===== src/rtl/imem_loader.sv =====
// rtl/imem_loader.sv - streams 32-bit words into byte-wide instruction memory, big-endian
module imem_loader #(
  parameter int ADDR_W = 8,
  parameter int CNT_W  = 7
) (
  input  logic              clk,
  input  logic              reset,
  input  logic              start,
  input  logic [ADDR_W-1:0] base_addr,
  input  logic [CNT_W-1:0]  word_count,
  input  logic              in_valid,
  input  logic [31:0]       in_data,
  output logic              in_ready,
  output logic              mem_we,
  output logic [ADDR_W-1:0] mem_addr,
  output logic [7:0]        mem_wdata,
  output logic              busy,
  output logic              cpu_hold,
  output logic              done,
  output logic              error,
  output logic [CNT_W-1:0]  words_written
);

  localparam logic [2:0] S_IDLE  = 3'd0;
  localparam logic [2:0] S_WAIT  = 3'd1;
  localparam logic [2:0] S_WRITE = 3'd2;
  localparam logic [2:0] S_DONE  = 3'd3;
  localparam logic [2:0] S_ERR   = 3'd4;

  localparam logic [ADDR_W+1:0] MEM_BYTES = (ADDR_W+2)'(1) << ADDR_W;

  logic [2:0]        state;
  logic [ADDR_W-1:0] ptr;
  logic [CNT_W-1:0]  rem;
  logic [31:0]       word;
  logic [1:0]        idx;
  logic [ADDR_W+1:0] base_al;
  logic [ADDR_W+1:0] end_addr;

  // One past the last byte of the requested load, wide enough not to overflow
  assign base_al  = {2'b00, base_addr[ADDR_W-1:2], 2'b00};
  assign end_addr = base_al + ((ADDR_W+2)'(word_count) << 2);

  assign in_ready = (state == S_WAIT);
  assign mem_we   = (state == S_WRITE);
  assign busy     = (state == S_WAIT) || (state == S_WRITE);
  assign cpu_hold = busy;
  assign done     = (state == S_DONE);
  assign mem_addr = ptr;

  always_comb begin
    mem_wdata = word[31:24];
    case (idx)
      2'd0: mem_wdata = word[31:24];
      2'd1: mem_wdata = word[23:16];
      2'd2: mem_wdata = word[15:8];
      2'd3: mem_wdata = word[7:0];
      default: mem_wdata = word[31:24];
    endcase
  end

  always_ff @(posedge clk) begin
    if (reset) begin
      state         <= S_IDLE;
      ptr           <= '0;
      rem           <= '0;
      word          <= '0;
      idx           <= '0;
      error         <= 1'b0;
      words_written <= '0;
    end else begin
      case (state)
        S_IDLE: begin
          if (start) begin
            error         <= 1'b0;
            words_written <= '0;
            if (word_count == '0) begin
              state <= S_DONE;
            end else if (end_addr > MEM_BYTES) begin
              error <= 1'b1;
              state <= S_ERR;
            end else begin
              ptr   <= {base_addr[ADDR_W-1:2], 2'b00};
              rem   <= word_count;
              state <= S_WAIT;
            end
          end
        end
        S_WAIT: begin
          if (in_valid) begin
            word  <= in_data;
            idx   <= 2'd0;
            state <= S_WRITE;
          end
        end
        S_WRITE: begin
          idx <= idx + 2'd1;
          if (idx == 2'd3) begin
            words_written <= words_written + 1'b1;
            rem           <= rem - 1'b1;
            // Hold ptr after the final byte so it never wraps past the top of memory
            if (rem == CNT_W'(1)) begin
              state <= S_DONE;
            end else begin
              ptr   <= ptr + 1'b1;
              state <= S_WAIT;
            end
          end else begin
            ptr <= ptr + 1'b1;
          end
        end
        S_DONE:  state <= S_IDLE;
        S_ERR:   state <= S_IDLE;
        default: state <= S_IDLE;
      endcase
    end
  end

endmodule


===== config.mk =====
export PLATFORM = sky130hd
export DESIGN_NAME = imem_loader
export DESIGN_NICKNAME = d
export VERILOG_FILES = /design/src/rtl/imem_loader.sv
export SDC_FILE = /design/constraint.sdc
export NUM_CORES = 1
export LEC_CHECK = 0
export ABC_AREA = 1
export ABC_CLOCK_PERIOD_IN_PS = 3100
export CORE_MARGIN = 8
export CORE_UTILIZATION = 35
export CTS_CLUSTER_DIAMETER = 120
export DETAILED_ROUTE_END_ITERATION = 12
export GPL_TIMING_DRIVEN = 0
export PLACE_DENSITY = 0.6
export SLEW_MARGIN = 20
export SYNTH_ARGS = -nofsm -noshare
export SYNTH_HDL_FRONTEND = slang
export SYNTH_SLANG_ARGS = --single-unit

===== constraint.sdc =====
create_clock -name clk -period 3.1 [get_ports clk]
set_input_delay 0.31 -clock clk [delete_from_list [all_inputs] [get_ports clk]]
set_output_delay 0.31 -clock clk [all_outputs]
set_load 0.005 [all_outputs]

### Word level (Yosys, flattened, before mapping)

Cells that the tools add are included.

* flip-flop bits (word level): 60
* input port bits: 51
* output and inout port bits: 29
* logic and storage cells: 65

* add/sub/neg operators: 5
* magnitude comparators: 1
* eq/ne operators: 13
* muxes and demuxes: 26
* reduce and logical (&&, ||, !) cells: 13

Operators with widths (number)
* 7-bit two-way mux: 6
* 8-bit two-way mux: 5
* 8-bit case mux with 4 select lines: 1
* 7-bit case mux with 2 select lines: 2
* 8-bit case mux with 2 select lines: 1
* 3-bit two-way mux: 5
* 8-bit by 9-bit adder with 10-bit output: 1
* 10-bit by 9-bit greater-than comparator with 1-bit output (second input constant): 1
* 5-bit AND reduction: 2
* 3-bit case mux with 3 select lines: 1
* 8-bit by 1-bit adder with 8-bit output (second input constant): 1
* 2-bit inequality test (second input constant): 4
* 7-bit by 1-bit adder with 7-bit output (second input constant): 1
* 7-bit by 1-bit equality test with 1-bit output (second input constant): 1
* 7-bit logical NOT: 1
* 7-bit by 1-bit subtractor with 7-bit output (second input constant): 1
* 3-bit by 2-bit equality test with 1-bit output (second input constant): 2
* 2-bit AND reduction: 3
* 3-bit AND reduction: 2
* 2-bit equality test (second input constant): 2
* 2-bit two-way mux: 2
* 2-bit case mux with 2 select lines: 1
* 2-bit nonzero test: 2
* 3-bit by 1-bit equality test with 1-bit output (second input constant): 1
* other kinds (8): 9

### Longest topological paths before layout

Gate-level depths: netlist of run 1.

* word-level depth: 6
* depth in mapped cells: 18
* gate-level depth less buffers: 17

### Worst setup path before layout of run 1

OpenSTA, ideal clock, no wires.

* path type: input -> register
* from: in base_addr[2]
* to: reg ptr[2], in the netlist mem_addr[2]
* library setup time: 0.113 ns
* arrival time: 1.850 ns
* data required time: 2.987 ns
* setup slack: 1.137 ns
* stages on the path: 15
* path buffers: 1
* cells stage by stage: ha_1 > inv_1 > fa_1 > nand2_1 > nor2_1 > nand3_1 > nor2_1 > nand2_1 > nand2_2 > nand3_2 > nand2_2 > buf_6 > nand2_4 > nor2_1 > nor2_1

* longest elaborated chain between the ends: 4
* elaborated cells on any way between the ends: 8
* classes of those cells: add/sub: 1; order compare: 1; eq/ne: 1; mux: 4; reduce/logical: 1

RTL lines
* start: declaration: line 9 `input logic [ADDR_W-1:0] base_addr,`
* 8-bit by 9-bit adder with 10-bit output or 8-bit two-way mux (tied branches): line 42, 79
* 10-bit by 9-bit greater-than comparator with 1-bit output or 8-bit two-way mux (tied branches): line 79, 77
* 2-bit inequality test (no line) or 8-bit two-way mux (tied branches)
* 5-bit AND reduction (no line) or 8-bit case mux with 2 select lines (tied branches)
* end signal: assignment: line 83 `ptr <= {base_addr[ADDR_W-1:2], 2'b00};`
* end signal: assignment: line 105 `ptr <= ptr + 1'b1;`
* end signal: assignment: line 109 `ptr <= ptr + 1'b1;`
* end: declaration: line 33 `logic [ADDR_W-1:0] ptr;`

Several ways; a longest one is shown, not always the timed one. The select of a mux whose other input is x is not followed.
A chain may end at the register's enable or synchronous reset.

### Worst setup path in the final report of run 1

* from: reg state[2]
* to: out cpu_hold

* longest elaborated chain between the ends: 2
* elaborated cells on any way between the ends: 3
* classes of those cells: eq/ne: 2; reduce/logical: 1

RTL lines
* start: declaration: line 32 `logic [2:0] state;`
* start signal: assignment: line 64 `state <= S_IDLE;`
* start signal: assignment: line 78 `state <= S_DONE;`
* start signal: assignment: line 81 `state <= S_ERR;`
* 3-bit by 1-bit equality test with 1-bit output or 3-bit by 2-bit equality test with 1-bit output (tied branches): line 46 `assign busy = (state == S_WAIT) || (state == S_WRITE);`
* 1-bit logical OR *: line 46
* end: declaration: line 18 `output logic cpu_hold,`

Mark *: on every way between the ends. The rest lies on a longest branch, timed or not.

==> reports/metrics.csv, run 1 <==
metric;value;unit
Ant. Diodes;0;
final setup margin;0.493;ns
clk_lat worst skew;0.33;ns
die width;113;um
post-CTS sizing;0;
CTS Hold Bufs;0;
gr ovfl total;0;
Synth Cell Area;3310;um^2
cts bufs inserted;9;
Clock Sinks;60;
pwr/cell area;517;nW/um^2
Final Skew;0.00978;ns
busiest grt layer;met2;
die area;12800;um^2
worst-path fanout max;10;
Multi-input gate area;1840;um^2
most frequent cells in the layout;nor2_1, nand2_1, clkdlybuf4s50_1;
syn nets;556;
met2 Resource Use GR;25.0;%
WP data arrival;2.30;ns
worst setup path class;reg2out;
Syn Area/Cell;6.75;um^2
TritonRoute pass-1 iters;5;
# fillers;952;
Netlist cell types;36;
Die Y;113;um
Peak VDD IR;276;uV
Core Box Area;9200;um^2
number of I/O port buffers;77;
Critical Path End Type;output port;
Post-Route WL;9370;um
placed cell area;4220;um^2
Critical Path, Cell by Cell;or2_4, nor2_2, inv_1, clkbuf_1, nand2_1, buf_4, clkdlybuf4s50_1;
Core Util, Final;48.4;%
CTS Root Cell;clkbuf_8;
initial DRC count;171;
worst hold path type;reg2reg;
row count;35;
Yosys reg bits;60;
first-pass GRT wire length;15900;um
commonest non-fill, non-tap cell in the layout;nor2_1;
status;finished clean;
GRT met1 Usage;18.7;%
Initial Utilization;36.0;%
CP peak stage delay;0.44;ns
post-layout min period;2.61;ns
Startpoint Class;flip-flop;
via count;3388;
gpl congestion;0.825;
sequential element share of the synthesized area;36.3;%
antenna viol nets, final;0;
final hold vios;0;
hold slack;0.448;ns
Sequential cell area;1200;um^2
Longest Clk Path Bufs;2;
Area Overhead vs Synth;34.6;%
# H-tree levels;3;
IO Pins;80;
Slew headroom;59.9;%
DRC viols;0;
wire per inst;13.5;um
layout net count;644;
met3 Use GR;3.51;%
Tcrit/Tclk final;84.1;%
number of global-route vias before repair;3368;
pre-CTS setup slack;0.402;ns
Worst-path clk slew;0.07;ns
RSZ-0062 raised after global routing;false;
largest net degree at the start of global routing;12;
Via density;4.88;
All-Layer GR Usage;15.1;%
Pleak;0.00196;uW
Slowest cell on crit path;clkdlybuf4s50_1;
Synth Warn #;0;
Worst Max-Slew Pin Slew;0.599;ns
Worst EP required;2.79;ns
Post-CTS Setup Bufs;0;
Max Freq;0.384;GHz
Max-Cap Viols;0;
initial antenna violation count;0;
DP Wirelength;7260;um
Final setup viols;0;
CTS tree;yes;
post-route cell area;4450;um^2
Final Max Tran Viols;0;
TNS Setup;0;ns
share of cells above drive strength 1;6.69;%
Mapped Cells;490;
==> state kept, by name, summed over array words and instances, names as in the netlist <==
| signal | cells |
|---|---|
| words_written | 7 |
| error | 1 |
| word | 32 |
| rem | 7 |
| idx | 2 |
| mem_addr | 8 |
| state | 3 |
==> through the flow <==
step | total power [uW] | cells
detailed placement | 1510 | 678
global placement | 1500 | 678
finish | 2300 | 694
CTS | 2330 | 694
floorplan | 1270 | 490
global route | 2460 | 694
==> worst paths after layout <==
path	slack, ns	to	startpoint	cells after the start
setup / recovery	0.49	cpu_hold	state[2]$_SDFFE_PP0P_	7
hold / removal	0.45	words_written[6]$_SDFFE_PP0P_	words_written[6]$_SDFFE_PP0P_	1
setup reg to reg	1.17	words_written[1]$_SDFFE_PP0P_	idx[1]$_SDFFE_PP0P_	9
hold reg to reg	0.45	words_written[6]$_SDFFE_PP0P_	words_written[6]$_SDFFE_PP0P_	1
==> synth_stat cells, drive strengths merged <==
| master | number | share of area (%) |
|---|---|---|
| or2 | 3 | 0.64 |
| ha | 14 | 5.3 |
| nand2 | 87 | 10 |
| o31ai | 1 | 0.23 |
| nor2 | 108 | 13 |
| nand3b | 4 | 0.91 |
| inv | 40 | 4.5 |
| o21ai | 57 | 8.6 |
| nand3 | 26 | 4.2 |
| fa | 1 | 0.60 |
| dfxtp | 60 | 36 |
| a21oi | 37 | 5.6 |
| nor4 | 2 | 0.38 |
| xnor2 | 1 | 0.26 |
| mux2i | 1 | 0.30 |
| clkbuf | 14 | 1.6 |
| o221ai | 1 | 0.26 |
| a22o | 8 | 2.1 |
| buf | 9 | 1.8 |
| nor3 | 6 | 1.2 |
| a211oi | 1 | 0.23 |
| clkinv | 1 | 0.11 |
| o211a | 1 | 0.30 |
| nand4 | 2 | 0.38 |
| xor2 | 5 | 1.3 |
==> critical path: cells and delay by family, from the launching register on <==
family / cells / cell delay, ns
DFF: 1 / 0.38
and+or+nand+nor: 3 / 0.37
buffers and inverters: 4 / 1.22
==> logic make-up (layout without fill, tap and decap cells) <==
logic type,after synthesis,in the layout,synth area share [%]
and+or+nand+nor,238,238,30.5
AOI/OAI and AO/OA,106,106,17.4
buffers and inverters,64,157,8.01
DFF,60,60,36.3
adders and majority gates,15,15,5.90
xor gates and xnor gates,6,6,1.59
muxes,1,1,0.302
==> report_power, final <==
| group | leakage (uW) | internal, uW | switching, uW |
|---|---|---|---|
| sequential | 0.000489 | 843 | 62.6 |
| combinational | 0.00135 | 277 | 313 |
| clock | 0.000120 | 499 | 310 |
==> routing by layer <==
| metal | vias up | wire, um |
|---|---|---|
| met1 | 1524 | 4360 |
| li1 | 1776 | - |
| met2 | 80 | 4370 |
| met5 | - | 0 |
| met4 | 0 | 130 |
| met3 | 8 | 512 |
==> cell type report <==
class	count	area share, %
multi-input combinational	366	41.4
sequential	60	27.0
timing repair buffer	77	17.3
inverter	41	3.46
clock buffer	11	3.40
tap	111	3.12
buffer	23	2.50
clock inverter	5	1.85
(Power assumes the default switching activity.)
==> run 2, diff against run 1 <==
ABC_CLOCK_PERIOD_IN_PS = 2500   (was 3100)
clock period = 2.5 ns   (was 3.1 ns; I/O delays follow)
==> run 2 against run 1 <==
Compared with the run above: worst setup slack worse by 0.32 ns; critical path depth grew 10; clock power up 24%; largest power group unchanged.
==> reports/metrics.csv, run 2 (same netlist as run 1, synthesis figures left out) <==
metric;value;unit
RSZ-0062 raised after global routing;false;
row count;35;
most frequent cell on the critical path;nand2_1;
pwr/cell area;639;nW/um^2
Post-Route WL;9330;um
Critical Path End Type;flip-flop;
share of cells above drive strength 1;8.23;%
GRT met1 Usage;18.7;%
post-route insts no fill;694;
gr ovfl total;0;
IO Pins;80;
post-route cell area;4490;um^2
# H-tree levels;3;
worst setup path class;in2reg;
Via density;4.98;
Max-Cap Viols;0;
DRC viols;0;
number of global-route vias before repair;3353;
Worst EP required;2.77;ns
Worst path top cell family by delay;simple AND/OR/NAND/NOR gates;
Die Y;113;um
CP peak stage delay;0.51;ns
Startpoint Class;primary input;
first-pass GRT wire length;15800;um
most frequent cells in the layout;nor2_1, nand2_1, clkdlybuf4s50_1;
met2 Resource Use GR;24.7;%
Area Overhead vs Synth;35.6;%
clk_lat worst skew;0.33;ns
largest net degree at the start of global routing;18;
Clock Sinks;60;
Tcrit/Tclk final;92.9;%
WP data arrival;2.59;ns
status;finished clean;
critical path buffer and inverter count;3;
initial DRC count;158;
Pleak;0.00197;uW
Final Skew;0.00906;ns
# fillers;954;
die area;12800;um^2
Ant. Diodes;0;
TritonRoute pass-1 iters;4;
layout net count;644;
Longest Clk Path Bufs;2;
Core Util, Final;48.8;%
Final Max Tran Viols;0;
Slowest cell on crit path;fa_2;
placed cell area;4220;um^2
max reg flops;32;
die width;113;um
antenna viol nets, final;0;
CTS tree;yes;
Peak VDD IR;347;uV
cts bufs inserted;9;
number of I/O port buffers;77;
Worst-path clk slew;0.07;ns
DP Wirelength;7260;um
Max Freq;0.431;GHz
gpl congestion;0.825;
Final setup viols;0;
met3 Use GR;3.57;%
Core Box Area;9200;um^2
Slew headroom;60.2;%
Reg with most FFs;word;
busiest grt layer;met2;
Worst Max-Slew Pin Slew;0.594;ns
Placed Cells;678;
commonest non-fill, non-tap cell in the layout;nor2_1;
hold slack;0.448;ns
CTS Root Cell;clkbuf_8;
All-Layer GR Usage;15.0;%
wire per inst;13.4;um
Initial Utilization;36.0;%
via count;3459;
worst hold path type;reg2reg;
worst-path fanout max;10;
initial antenna violation count;0;
Critical Path, Cell by Cell;clkdlybuf4s50_1, ha_2, inv_1, fa_2, nand2_1, nor2_1, nand3_1, nor2_1, nand2_1, nand2_2, nand3_2, nand2_2, buf_8, nand2_4, nand2_1, nand2_1, nor2_1;
TNS Setup;0;ns
post-layout min period;2.32;ns
final hold vios;0;
## run 2: cell types whose count changed in the layout (fill, tap and decap cells not counted), moves of 3 or more
| cell | change |
|---|---|
| clkbuf_1 | -4 |
| buf_4 | +3 |
| ha_1 | -3 |
| ha_2 | +3 |
## run 2: worst reg2reg max path, cell delays in order (launching register included)
cell	delay, ns
dfxtp_1	0.35
nor3_2	0.24
inv_1	0.10
nor2_1	0.41
inv_2	0.17
clkbuf_1	0.29
nor2_1	0.16
nor2_1	0.06
## run 2: where the power goes
| group | switching, uW | internal [uW] |
|---|---|---|
| sequential | 77.1 | 1050 |
| combinational | 389 | 352 |
| clock | 384 | 619 |
| total | 850 | 2020 |
## run 2: through the flow
| step | power [uW] | worst slack [ns] |
|---|---|---|
| after floorplan | 1570 | 0.597 |
| after global placement | 1860 | -0.159 |
| after detailed placement | 1870 | -0.138 |
| after CTS | 2880 | 0.0603 |
| after global routing | 3060 | 0.00458 |
| final | 2870 | 0.178 |
## run 2: timing repair
action,in CTS,in global routing
pin swaps,0,1
hold buffers,0,0
buffers inserted,0,3
setup endpoints to repair,9,21
gates resized for setup,0,10
## run 2: layout make-up
type | instances | area, um^2 | area share (%)
plain buffers | 20 | 108 | 2.40
clock buffers | 11 | 151 | 3.37
clock inverters | 5 | 82.6 | 1.84
inverters | 41 | 158 | 3.51
multi-input cells | 366 | 1850 | 41.3
flip-flops and latches | 60 | 1200 | 26.8
well taps | 111 | 139 | 3.09
repair buffers | 80 | 796 | 17.7
## run 2: metal layers
metal	routed length, um	vias to the layer above
li1	-	1778
met1	4370	1598
met2	4340	72
met3	481	11
met4	138	0
met5	0	-
## run 2: final timing paths
check	startpoint	end	slack, ns	depth (start not counted)
hold / removal	words_written[6]$_SDFFE_PP0P_	words_written[6]$_SDFFE_PP0P_	0.45	1
setup reg to reg	state[1]$_SDFFE_PP0P_	word[10]$_SDFFE_PP0P_	0.60	7
setup / recovery	base_addr[2]	mem_addr[3]$_SDFFE_PP0P_	0.18	17
hold reg to reg	words_written[6]$_SDFFE_PP0P_	words_written[6]$_SDFFE_PP0P_	0.45	1
==> run 3, diff against run 2 <==
CTS_CLUSTER_DIAMETER = 100   (was 120)
SLEW_MARGIN = 10   (was 20)
==> results of run 3 <==
The final DEF is identical to that of run 2; final timing and power are the same.
